[src/rtl/encoder_4to2_if.sv]
// Request/result bundle between a request source and the 4-to-2 priority encoder.
interface encoder_4to2_if;
    logic en;
    logic d0;
    logic d1;
    logic d2;
    logic d3;
    logic a;
    logic b;
    logic valid;
    logic multi;
    logic chg;

    // Request source: drives enable and request lines, observes the encoded result.
    modport master (
        output en,
        output d0,
        output d1,
        output d2,
        output d3,
        input  a,
        input  b,
        input  valid,
        input  multi,
        input  chg
    );

    // Encoder: samples enable and request lines, drives the registered result.
    modport slave (
        input  en,
        input  d0,
        input  d1,
        input  d2,
        input  d3,
        output a,
        output b,
        output valid,
        output multi,
        output chg
    );
endinterface

[src/rtl/encoder_4to2.sv]
// Registered 4-to-2 priority encoder with any-active, multiple-active and
// code-change indications. HIGH_PRIO selects whether d3 or d0 wins.
module encoder_4to2 #(
    parameter bit HIGH_PRIO = 1'b1
) (
    input  logic          clk,
    input  logic          rst,
    encoder_4to2_if.slave bus
);

    localparam int unsigned CODE_W = 2;
    localparam int unsigned CNT_W  = 3;

    logic [CODE_W-1:0] code_c;
    logic              valid_c;
    logic              multi_c;
    logic [CNT_W-1:0]  count_c;

    // Priority selection of the winning request line; no request encodes as 00.
    always_comb begin
        code_c = 2'b00;
        if (HIGH_PRIO) begin
            if (bus.d3) begin
                code_c = 2'b11;
            end else if (bus.d2) begin
                code_c = 2'b10;
            end else if (bus.d1) begin
                code_c = 2'b01;
            end
        end else begin
            if (bus.d0) begin
                code_c = 2'b00;
            end else if (bus.d1) begin
                code_c = 2'b01;
            end else if (bus.d2) begin
                code_c = 2'b10;
            end else if (bus.d3) begin
                code_c = 2'b11;
            end
        end
    end

    // Activity flags: any request, and two or more simultaneous requests.
    always_comb begin
        count_c = CNT_W'(bus.d0) + CNT_W'(bus.d1) + CNT_W'(bus.d2) + CNT_W'(bus.d3);
        valid_c = (count_c != 3'd0);
        multi_c = (count_c >= 3'd2);
    end

    // Result registers; hold on en=0, chg pulses only when a sampled code differs.
    always_ff @(posedge clk or posedge rst) begin
        if (rst) begin
            bus.a     <= 1'b0;
            bus.b     <= 1'b0;
            bus.valid <= 1'b0;
            bus.multi <= 1'b0;
            bus.chg   <= 1'b0;
        end else if (bus.en) begin
            bus.a     <= code_c[1];
            bus.b     <= code_c[0];
            bus.valid <= valid_c;
            bus.multi <= multi_c;
            bus.chg   <= (code_c != {bus.a, bus.b});
        end else begin
            bus.chg   <= 1'b0;
        end
    end

endmodule

[src/flat_wrapper.sv]
// flat-port wrapper written by rule: the top's interface ports become plain ports
module encoder_4to2_flat 
#(
    parameter bit HIGH_PRIO = 1'b1
)
  (clk, rst, bus_en, bus_d0, bus_d1, bus_d2, bus_d3, bus_a, bus_b, bus_valid, bus_multi, bus_chg);
  encoder_4to2_if bus_i ();
  input  logic clk;
  input  logic rst;
  input wire logic [$bits(bus_i.en)-1:0] bus_en;
  input wire logic [$bits(bus_i.d0)-1:0] bus_d0;
  input wire logic [$bits(bus_i.d1)-1:0] bus_d1;
  input wire logic [$bits(bus_i.d2)-1:0] bus_d2;
  input wire logic [$bits(bus_i.d3)-1:0] bus_d3;
  output wire logic [$bits(bus_i.a)-1:0] bus_a;
  output wire logic [$bits(bus_i.b)-1:0] bus_b;
  output wire logic [$bits(bus_i.valid)-1:0] bus_valid;
  output wire logic [$bits(bus_i.multi)-1:0] bus_multi;
  output wire logic [$bits(bus_i.chg)-1:0] bus_chg;
  assign bus_i.en = bus_en;
  assign bus_i.d0 = bus_d0;
  assign bus_i.d1 = bus_d1;
  assign bus_i.d2 = bus_d2;
  assign bus_i.d3 = bus_d3;
  assign bus_a = bus_i.a;
  assign bus_b = bus_i.b;
  assign bus_valid = bus_i.valid;
  assign bus_multi = bus_i.multi;
  assign bus_chg = bus_i.chg;
  encoder_4to2 #(.HIGH_PRIO(HIGH_PRIO)) u_core (.clk(clk), .rst(rst), .bus(bus_i));
endmodule
[config.mk]
export PLATFORM = sky130hd
export DESIGN_NAME = encoder_4to2_flat
export DESIGN_NICKNAME = d
export VERILOG_FILES = /design/src/rtl/encoder_4to2_if.sv /design/src/rtl/encoder_4to2.sv /design/src/flat_wrapper.sv
export SDC_FILE = /design/constraint.sdc
export NUM_CORES = 1
export LEC_CHECK = 0
export ABC_AREA = 1
export CORE_AREA = 2 2 39 41
export CTS_CLUSTER_DIAMETER = 150
export DETAILED_ROUTE_END_ITERATION = 10
export DIE_AREA = 0 0 41 43
export GPL_TIMING_DRIVEN = 0
export PLACE_DENSITY = 0.56
export SLEW_MARGIN = 20
export SYNTH_ARGS = -nofsm -noshare
export SYNTH_HDL_FRONTEND = slang
export SYNTH_SLANG_ARGS = --single-unit
[constraint.sdc]
create_clock -name clk -period 1 [get_ports clk]
set_input_delay 0.2 -clock clk [delete_from_list [all_inputs] [get_ports clk]]
set_output_delay 0.2 -clock clk [all_outputs]
set_load 0.1 [all_outputs]
=== Word-level counts from Yosys, hierarchy flattened ===
Index checks and enable logic that the tools add are counted.

* Register bits: 5
* Bits of input ports: 7
* Output and inout port bits: 5
* Word-level logic and storage cells: 15

* Add/sub/neg operators: 3
* Order comparisons: 1
* Equal/unequal tests: 1
* Muxes and demuxes: 4
* Reduce and logical (&&, ||, !) cells: 1

{| class="wikitable"
|+ Operators by type and width
! kind !! count
|-
| adder 3 x 1 -> 3 bit || 2
|-
| 2-to-1 mux 2 bit || 2
|-
| >= comparator 3 x 2 -> 1 bit (second input constant) || 1
|-
| nonzero test 3 bit || 1
|-
| adder 1 x 1 -> 2 bit || 1
|-
| 2-to-1 mux 1 bit || 2
|-
| inequality test 2 bit || 1
|}

=== Logic depth before layout (Yosys ltp) ===
* Depth after elaboration: 5
* Depth in mapped cells: 7

=== Worst setup path after synthesis ===
Ideal clock, no wire load.

* Kind: input to register
* From: input port bus_d1
* To: register u_core.bus.valid
* Arrival: 1.291 ns
* Slack: -0.418 ns
* Stages: 6
* Path buffers: 0
* Path through: ha_1 inv_1 fa_1 ha_1 nor2_1 a31oi_1

* Cells in the longest elaborated chain, start to end: 4

{| class="wikitable"
|+ Ends and longest elaborated chain
! item !! line !! source
|-
| start, declared || flat_wrapper.sv:12 || <nowiki>input wire logic [$bits(bus_i.d1)-1:0] bus_d1;</nowiki>
|-
| adder 1 x 1 -> 2 bit || encoder_4to2.sv:45 || <nowiki>count_c = CNT_W'(bus.d0) + CNT_W'(bus.d1) + CNT_W'(bus.d2) + CNT_W'(bus.d3);</nowiki>
|-
| adder 3 x 1 -> 3 bit (2 in series) || encoder_4to2.sv:45 ||
|-
| nonzero test 3 bit || encoder_4to2.sv:46 || <nowiki>valid_c = (count_c != 3'd0);</nowiki>
|-
| end signal, assigned || encoder_4to2.sv:61 || <nowiki>bus.valid <= valid_c;</nowiki>
|-
| end, declared || encoder_4to2_if.sv:37 || <nowiki>output valid,</nowiki>
|}

No other way between the ends.
A chain may end at the register's enable or synchronous reset.

=== Worst setup path in the final report ===
Ends and elaborated chain as after synthesis.

==> summary.txt <==
Syn. warnings: 0
H-tree Lvls: 1
antenna violations before repair: 0
area of the die: 1760 sq um
GRT overflow: 0
crit-path max FO: 2
worst skew pair latency: 250 ps
setup ws final: -247 ps
Initial Util: 0.221
Setup crit end kind: flip-flop
Max Cap Viol: 0
Reg clk slew, reported paths: 40 ps
Critical Path AT: 1410 ps
worst slew pin tran: 183 ps
Root Buffer: clkbuf_4
fill cell count: 152
worst slack, placed: -932 ps
R2R depth: 5
Simple-Gate Fraction of Synth Area: 0.205
Seq/Total Area, Yosys: 0.410
Max stage delay on crit path: 360 ps
GR Util All Layers: 0.0875
Detail Route Antenna Nets: 0
worst hold slack: 151 ps
Net Count, Synth: 49
cell-by-cell trace of the critical path: buf_8 -> ha_4 -> inv_2 -> fa_2 -> ha_4 -> nor2_4 -> a31oi_1
XOR/XNOR Fraction of Synth Area: 0
routability cong.: 0.681
drt wl/cell: 8.75 microns
Ports: 12
largest family of logic cells by synthesized area: simple AND/OR/NAND/NOR gates
Final Util: 0.424
Post-Syn Area: 305 sq um
Top FF cell, synth: dfrtp_1
vias in the first global route: 286
Max Transition Viols Final: 0
port bufs: 11
Tmin final: 1250 ps
maximum vdd drop: 0.432 mV
area leader, netlist: dfrtp_1
DIE WIDTH: 41 microns
setup TNS: -571 ps
Critical Path Slowest Stage Cell: fa_2
Gate Count Post-Synth: 38
Max-slew headroom: 0.878
Adder-Cell Fraction of Synth Area: 0.189
status: complete, but fails checks
sink count of the clock tree: 5
Final Hold Fails: 0
crit path kind: in2reg
Design Area, Final: 587 sq um
ys async rst share: 1.00
top-count cell post-synth: inv_1
number of library cell types mapped by synthesis: 12
1st-iter DRT viols: 6
drt pass-1 iters: 3
Worst Clk Skew: 1.74 ps
multiplexer area fraction after synthesis: 0
EDFF count, synth: 0
largest net degree at the start of global routing: 6
Final Cycle Share: 1.25
leakage: 0.278 nW
Longest Clk Path Bufs: 2
RSZ-0062 raised after global routing: true
Yosys reg bits: 5
violated checks: setup timing
row count: 14
vias post-DR: 298
nets@finish: 68
Top cell by count, worst path: ha_4
post-route DRC violation count: 0
# diodes: 0
area fraction in compound gates after synthesis: 0.0861
FF-to-FF setup slack: 30 ps
fin cells: 72
worst r2r dst: u_core.bus.chg$_DFF_PP0_
endpoints failing setup: 7
Cell Count Post-Placement: 65
vias per cell: 4.14
share of layout cells above drive strength 1: 0.500
Fmax: 802 MHz
placed cell area: 473 sq um
top cells by area, synth: dfrtp_1, ha_1, inv_1
synthesized area per cell: 8.03 sq um
detailed-route wire length: 630 microns
Core Region: 1380 sq um
detailed placement HPWL: 500 microns
CTS buffer count: 3
Pwr Density: 1570 nW/um^2
Hold WC Path Type: in2async
area delta synth->final: 92.2%
wire length of the first global-routing pass: 986 microns
total power: 0.924 mW
DIE HEIGHT: 43 microns
Critical Path RT: 1160 ps
R2R Path Start: u_core.bus.b$_DFFE_PP0P_
most frequent cells after synthesis: inv_1, nand2_1, nor2_1
Yosys top cell area share: 0.410
CTS tree: yes
CP Launch Type: primary input
[power breakdown]
part           internal (mW)  switching (mW)  total, mW
registers              0.234          0.0255      0.259
logic                  0.171           0.258      0.429
clock network          0.151          0.0842      0.235
[registers in the layout (all words and copies together) (netlist names)]
signal	flops
u_core.bus.valid	1
u_core.bus.chg	1
u_core.bus.b	1
u_core.bus.multi	1
u_core.bus.a	1
[worst max path at each step]
stage | startpoint | end | slack, ps
6_report | bus_d1 | u_core.bus.valid$_DFFE_PP0P_ | -250
5_1_grt | bus_d1 | u_core.bus.valid$_DFFE_PP0P_ | -280
4_1_cts | bus_d1 | u_core.bus.valid$_DFFE_PP0P_ | -240
3_5_place_dp | bus_d1 | u_core.bus.valid$_DFFE_PP0P_ | -930
3_3_place_gp | bus_d1 | u_core.bus.valid$_DFFE_PP0P_ | -910
2_1_floorplan | bus_d0 | u_core.bus.valid$_DFFE_PP0P_ | -320
[worst max-delay path, delay by kind of cell]
| kind | cells | cell delay (ps) |
|---|---|---|
| adder cells (fa/ha/maj) | 3 | 900 |
| AND/OR/NAND/NOR | 1 | 30 |
| buffers and inverters | 2 | 130 |
| AO/OA/AOI/OAI | 1 | 150 |
[cell type report]
type                            instances  area [sq um]  area share
Timing Repair Buffer                   14           186       0.318
Sequential cell                         5           135       0.230
Inverter                                9          33.8      0.0576
Tap cell                               16          20.0      0.0341
Multi-Input combinational cell         24           185       0.316
Clock buffer                            4          26.3      0.0448
[kinds of logic after synthesis]
family | Yosys count
simple gates | 15
buf+inv | 9
compound gates | 5
flops | 5
fa+ha+maj | 4
[layout by cell type (no fill, tap or decap)]
master	instances
ha_1	1
clkbuf_1	1
clkdlybuf4s50_1	2
fa_2	1
inv_2	4
nand2_2	2
nand3_1	1
o21ai_0	2
a21oi_1	1
ha_4	2
nand2_1	6
clkbuf_4	3
o21ai_2	1
dlygate4sd2_1	2
nor2_4	1
buf_6	1
dfrtp_4	2
buf_4	3
a31oi_1	1
buf_12	5
nor2_1	5
dfrtp_1	1
buf_8	1
inv_1	5
dfrtp_2	2
[timing repair]
item	in CTS	in global routing
setup endpoints to repair	7	7
gates resized for setup	56	6
hold buffers	0	0
setup buffers	3	0
pin swaps	4	0
endpoints found under the hold margin	0	0
[metal layers]
metal / routed length [microns] / share of wire / track usage
met4: 24 / 0.038 / 0.100
met2: 330 / 0.52 / 0.141
met1: 222 / 0.35 / 0.0777
met5: 0 / 0 / 0
met3: 53 / 0.084 / 0.0157
No activity file was read; power rests on OpenSTA's default activity.
